$ cat config.mk
export PLATFORM = sky130hd
export DESIGN_NAME = multichannel_fir
export DESIGN_NICKNAME = d
export VERILOG_FILES = /design/src/rtl/multichannel_fir_pkg.sv /design/src/rtl/fir_mac.sv /design/src/rtl/multichannel_fir.sv
export SDC_FILE = /design/constraint.sdc
export NUM_CORES = 2
export LEC_CHECK = 0
export ABC_AREA = 1
export CORE_ASPECT_RATIO = 1.25
export CORE_MARGIN = 2
export CORE_UTILIZATION = 55
export DETAILED_ROUTE_END_ITERATION = 16
export PLACE_DENSITY = 0.78
export SYNTH_ARGS = -nofsm -noshare
export SYNTH_HDL_FRONTEND = slang
export SYNTH_SLANG_ARGS = --single-unit
$ cat constraint.sdc
create_clock -name clk -period 7.22 [get_ports clk]
set_input_delay 0.722 -clock clk [delete_from_list [all_inputs] [get_ports clk]]
set_output_delay 0.722 -clock clk [all_outputs]
set_load 0.01 [all_outputs]
$ cat src/rtl/multichannel_fir_pkg.sv
// Shared types and width helpers for the multichannel FIR engine.
package multichannel_fir_pkg;

    typedef enum logic [2:0] {
        IDLE,
        FETCH,
        ACCUM,
        DRAIN,
        DONE
    } fir_state_t;

    // Guard bits let 2^addr_w full-scale products sum without overflow.
    function automatic int acc_width(input int data_w, input int addr_w);
        return 2 * data_w + addr_w;
    endfunction

    function automatic longint sat_max(input int data_w);
        return (longint'(1) <<< (data_w - 1)) - 1;
    endfunction

    function automatic longint sat_min(input int data_w);
        return -(longint'(1) <<< (data_w - 1));
    endfunction

endpackage

$ cat src/rtl/fir_mac.sv
// One channel's datapath: registered product, wide accumulator and
// the floor-shift plus saturation back to sample width.
module fir_mac
    import multichannel_fir_pkg::*;
#(
    parameter int DATA_WIDTH = 16,
    parameter int ADDR_WIDTH = 7
) (
    input  logic                         clk,
    input  logic                         reset,
    input  logic                         i_clear,
    input  logic                         i_prod_en,
    input  logic                         i_acc_en,
    input  logic                         i_load_en,
    input  logic signed [DATA_WIDTH-1:0] i_sample,
    input  logic signed [DATA_WIDTH-1:0] i_coeff,
    output logic signed [DATA_WIDTH-1:0] o_result
);

    localparam int PROD_W = 2 * DATA_WIDTH;
    localparam int ACC_W  = acc_width(DATA_WIDTH, ADDR_WIDTH);
    localparam logic signed [ACC_W-1:0] MAX_V = ACC_W'(sat_max(DATA_WIDTH));
    localparam logic signed [ACC_W-1:0] MIN_V = ACC_W'(sat_min(DATA_WIDTH));

    logic signed [PROD_W-1:0]     r_product;
    logic signed [ACC_W-1:0]      r_acc;
    logic signed [DATA_WIDTH-1:0] r_result;
    logic signed [ACC_W-1:0]      w_shifted;
    logic signed [DATA_WIDTH-1:0] w_sat;

    always_ff @(posedge clk or posedge reset) begin
        if (reset) begin
            r_product <= '0;
            r_acc     <= '0;
            r_result  <= '0;
        end else begin
            if (i_prod_en) begin
                r_product <= PROD_W'(i_sample) * PROD_W'(i_coeff);
            end
            if (i_clear) begin
                r_acc <= '0;
            end else if (i_acc_en) begin
                r_acc <= r_acc + ACC_W'(r_product);
            end
            if (i_load_en) begin
                r_result <= w_sat;
            end
        end
    end

    // Arithmetic shift floors toward minus infinity, matching Q1 rescaling.
    always_comb begin
        w_shifted = r_acc >>> (DATA_WIDTH - 1);
        w_sat     = DATA_WIDTH'(w_shifted);
        if (w_shifted > MAX_V) begin
            w_sat = DATA_WIDTH'(MAX_V);
        end else if (w_shifted < MIN_V) begin
            w_sat = DATA_WIDTH'(MIN_V);
        end
    end

    assign o_result = r_result;

endmodule

$ cat src/rtl/multichannel_fir.sv
// Sequencer for a shared-kernel FIR over several audio channels; walks the
// tap addresses and steers a three-stage fetch/multiply/accumulate pipeline.
module multichannel_fir
    import multichannel_fir_pkg::*;
#(
    parameter int DATA_WIDTH = 16,
    parameter int ADDR_WIDTH = 7,
    parameter int CHANNELS   = 2
) (
    input  logic                           clk,
    input  logic                           reset,
    input  logic                           start,
    input  logic [ADDR_WIDTH-1:0]          start_addr,
    input  logic [ADDR_WIDTH-1:0]          last_addr,
    output logic [ADDR_WIDTH-1:0]          audio_addr,
    input  logic [CHANNELS*DATA_WIDTH-1:0] audio_data,
    output logic [ADDR_WIDTH-1:0]          kernel_addr,
    input  logic [DATA_WIDTH-1:0]          kernel_data,
    output logic [CHANNELS*DATA_WIDTH-1:0] result,
    output logic                           busy,
    output logic                           done
);

    fir_state_t r_state;
    fir_state_t w_state_next;

    logic [ADDR_WIDTH-1:0] r_audio_addr;
    logic [ADDR_WIDTH-1:0] r_kernel_addr;
    logic [ADDR_WIDTH-1:0] r_last_idx;
    logic r_data_valid, r_data_last;
    logic r_prod_valid, r_prod_last;
    logic r_acc_last;

    logic w_accept;
    logic w_issuing;
    logic w_issue_last;

    assign w_accept     = (r_state == IDLE) && start;
    assign w_issuing    = (r_state == FETCH) || (r_state == ACCUM);
    assign w_issue_last = w_issuing && (r_kernel_addr == r_last_idx);

    always_ff @(posedge clk or posedge reset) begin
        if (reset) begin
            r_state <= IDLE;
        end else begin
            r_state <= w_state_next;
        end
    end

    always_comb begin
        w_state_next = r_state;
        case (r_state)
            IDLE:    if (start) w_state_next = FETCH;
            FETCH:   w_state_next = w_issue_last ? DRAIN : ACCUM;
            ACCUM:   if (w_issue_last) w_state_next = DRAIN;
            DRAIN:   if (r_acc_last) w_state_next = DONE;
            DONE:    w_state_next = IDLE;
            default: w_state_next = IDLE;
        endcase
    end

    // Valid/last flags trail each issued tap through memory, product and
    // accumulate stages; they empty themselves once issuing stops.
    always_ff @(posedge clk or posedge reset) begin
        if (reset) begin
            r_audio_addr  <= '0;
            r_kernel_addr <= '0;
            r_last_idx    <= '0;
            r_data_valid  <= 1'b0;
            r_data_last   <= 1'b0;
            r_prod_valid  <= 1'b0;
            r_prod_last   <= 1'b0;
            r_acc_last    <= 1'b0;
        end else begin
            if (w_accept) begin
                r_audio_addr  <= start_addr;
                r_kernel_addr <= '0;
                r_last_idx    <= last_addr - start_addr;
            end else if (w_issuing && !w_issue_last) begin
                r_audio_addr  <= r_audio_addr + ADDR_WIDTH'(1);
                r_kernel_addr <= r_kernel_addr + ADDR_WIDTH'(1);
            end
            r_data_valid <= w_issuing;
            r_data_last  <= w_issue_last;
            r_prod_valid <= r_data_valid;
            r_prod_last  <= r_data_last;
            r_acc_last   <= r_prod_valid && r_prod_last;
        end
    end

    assign audio_addr  = r_audio_addr;
    assign kernel_addr = r_kernel_addr;
    assign busy        = (r_state == FETCH) || (r_state == ACCUM) || (r_state == DRAIN);
    assign done        = (r_state == DONE);

    generate
        for (genvar gi = 0; gi < CHANNELS; gi++) begin : g_ch
            fir_mac #(
                .DATA_WIDTH(DATA_WIDTH),
                .ADDR_WIDTH(ADDR_WIDTH)
            ) u_mac (
                .clk      (clk),
                .reset    (reset),
                .i_clear  (w_accept),
                .i_prod_en(r_data_valid),
                .i_acc_en (r_prod_valid),
                .i_load_en(r_acc_last),
                .i_sample (audio_data[gi*DATA_WIDTH +: DATA_WIDTH]),
                .i_coeff  (kernel_data),
                .o_result (result[gi*DATA_WIDTH +: DATA_WIDTH])
            );
        end
    endgenerate

endmodule
==> impl_results.md <==
- Status: completed
- Most used cell, CP: fa_1
- Top Metal Used: met4
- Synth warn: 0
- Commonest cells in the netlist: nand2_1 (1,612), inv_1 (1,231), fa_1 (527), nor2_1 (281), ha_1 (248)
- First-pass GRT wire length: 156 mm
- Clk slew on worst S/H paths: 0.07 ns
- Number of synthesized flops with an enable pin: 0
- IO Count: between 100 and 150
- Die Wd: 232 um
- Vias/cell: ~5.2
- Residual DRC: 0
- Critical Path Source Type: primary input
- Post-Place Setup Slack: 0.544 ns
- # H-tree levels: 1
- Measured slew at the worst slew-check pin: between 1 and 1.5 ns
- Max frequency: 0.161 GHz
- Syn Inst Count: between 5,000 and 6,000
- Leading post-synthesis cells by cell area: fa_1 (30%), nand2_1 (17%), dfrtp_1 (14%)
- Final Cycle Share: between 80% and 90%
- CTS Sinks: slightly above 200
- Clk root buf: clkbuf_16
- Share of cells above drive strength 1: under 10%
- FILL cells: 5,960
- WL met1: roughly 39 mm
- Register area share after synthesis: between 10 and 15%
- Antenna violations before repair: 0
- Crit path time final: slightly above 6 ns
- #FFs+latches synth: between 200 and 250
- WL final: 92.4 mm
- Crit path largest cell delay: approximately 1.1 ns
- Global Route Usage Sum: between 20% and 30%
- Worst path slowest cell: clkdlybuf4s50_1
- Slew Limit Fails: 0
- Routed length on met2: 45.7 mm
- Core Rows: ~100
- Post-CTS sizing: 0
- CP required: roughly 7.6 ns
- Top-count cell post-synth: nand2_1
- Critical path type: primary input to flip-flop
- Post-CTS Hold Buffers: 0
- CTS tree: done
- Netlist cell types: between 50 and 60
- Worst skew pair latency: roughly 0.54 ns
- Area leader, netlist: fa_1
- RSZ-0062 raised after global routing: false
- Port Buffers: approximately 110
- CP endpoint kind: flip-flop
- Final setup fails: 0
- Maximum buffer depth of the clock tree: 3
- Initial drt markers: between 1,500 and 2,000
- Die height: 289 um
- Max-Cap Viols: 0
- N_diodes: 0
- Main synth FF type: dfrtp_1
- Final Wtd Congestion: ~0.99
- Post-Syn Nets: slightly below 6,000
- Post-synth top area share: between 20% and 30%
- Clk_skew: 0.0120 ns
- GR Overflow Total: 0
- Remaining antenna violation count: 0
- Final worst setup slack: approximately 0.99 ns
- Initial core utilization: between 50% and 60%
- Worst slew margin: approximately 22%
- HPWL after DPL: between 70 and 80 mm
- WL/cell: roughly 16 um
- Vias in the first global route: 32,135
- Met3 routed WL: around 4.7 mm
- Fin nets: 5,934
- Syn avg cell area: 7.09 um2
- CP cell instances: clkdlybuf4s50_1 -> nand2_1 -> fa_1 -> inv_1 -> fa_1 -> fa_1 -> fa_1 -> fa_1 -> inv_1 -> fa_1 -> inv_1 -> ha_1 -> nand2_1 -> nor2_1 -> inv_1 -> nor3_1 -> nand3_1 -> nand3_1 -> nand2_1 -> nand3_1 -> nand2_1
- Max FO, Critical Path: 16
- Post-CTS setup repair buffer count: 0
- Largest net degree at the start of global routing: 88
- Hold crit path type: flip-flop to flip-flop
- DR vias: between 30,000 and 40,000
- Hold Fails Final Rpt: 0
- Fin Setup TNS: 0 ns
- TritonCTS Buffers: 23
- Area of the core: around 64,000 um2
- First-pass DRT Iterations: 6
- Crit path DAT: roughly 6.7 ns
- Die ar.: ~67,000 um2
- Syn Std Cell Area: 35,700 um2
- Synth async-reset ratio: 100%
- P&R area growth vs syn: 8.03%
==> critical path, delay by kind of cell <==
family	cells	cell delay [ns]
and+or+nand+nor	9	1.24
adders and majority gates	7	3.39
buffers and inverters	5	1.30
==> path summary, 6_finish.rpt <==
kind                                     from                     endpoint  slack, ns  cells after the start
max in group asynchronous               reset                 r_data_valid       5.20                      3
min in group asynchronous               reset   g_ch[1].u_mac.o_result[10]       0.64                      2
worst min register to register    r_data_last                  r_prod_last       0.36                      0
worst max-delay path            audio_data[8]  g_ch[0].u_mac.r_product[24]       0.99                     21
worst min-delay path              r_data_last                  r_prod_last       0.36                      0
worst max register to register     r_state[2]       g_ch[0].u_mac.r_acc[6]       4.34                      7
==> kinds of logic after synthesis <==
kind of cell	share of synthesized area [%]
AO/OA/AOI/OAI	5.41
XOR/XNOR	1.30
adder cells (fa/ha/maj)	38.2
buffers and inverters	14.7
flip-flops	14.2
AND/OR/NAND/NOR	26.2
==> flip-flops by register name (all words and copies together), names as in the netlist, 3 cells and up <==
signal                flops
r_last_idx                7
g_ch.u_mac.r_acc         78
kernel_addr               7
g_ch.u_mac.o_result      32
audio_addr                7
r_state                   3
g_ch.u_mac.r_product     64
==> placed cells by master (no fill, tap or decap), types with 112 or more instances in the layout <==
cell type,instances
a21oi_1,129
inv_1,1229
ha_1,248
clkdlybuf4s50_1,112
nor2_1,281
nand3_1,193
dfrtp_1,202
nand2_1,1612
o21ai_0,128
fa_1,527
==> metrics by stage <==
step | hold slack, ns | util [%] | std cells | cell area [um2]
2_1_floorplan | 0.331 | - | 5034 | 35700
3_3_place_gp | 0.337 | 58.9 | 5917 | 37900
3_5_place_dp | 0.343 | 58.9 | 5917 | 37900
4_1_cts | 0.358 | 60.0 | 5958 | 38600
5_1_grt | 0.371 | 60.0 | 5958 | 38600
6_report | 0.357 | 60.0 | 5958 | 38600
==> layout make-up <==
| cell class | count | area [um2] | share of cell area [%] |
|---|---|---|---|
| multi-input cells | 3446 | 25400 | 65.8 |
| flip-flops and latches | 203 | 5080 | 13.2 |
| inverters | 1244 | 4680 | 12.1 |
| repair buffers | 176 | 1640 | 4.25 |
| well taps | 848 | 1060 | 2.75 |
| clock buffers | 29 | 618 | 1.60 |
| clock inverters | 12 | 114 | 0.295 |
==> per-layer routing <==
metal | track usage, % | vias up
met3 | 2.09 | 228
met4 | 9.68 | 0
met2 | 51.3 | 946
met5 | 0 | -
li1 | - | 14975
met1 | 36.8 | 14765
Power is not shown: default switching activity piles up to over one toggle a cycle in this logic, so the estimate is an artifact.
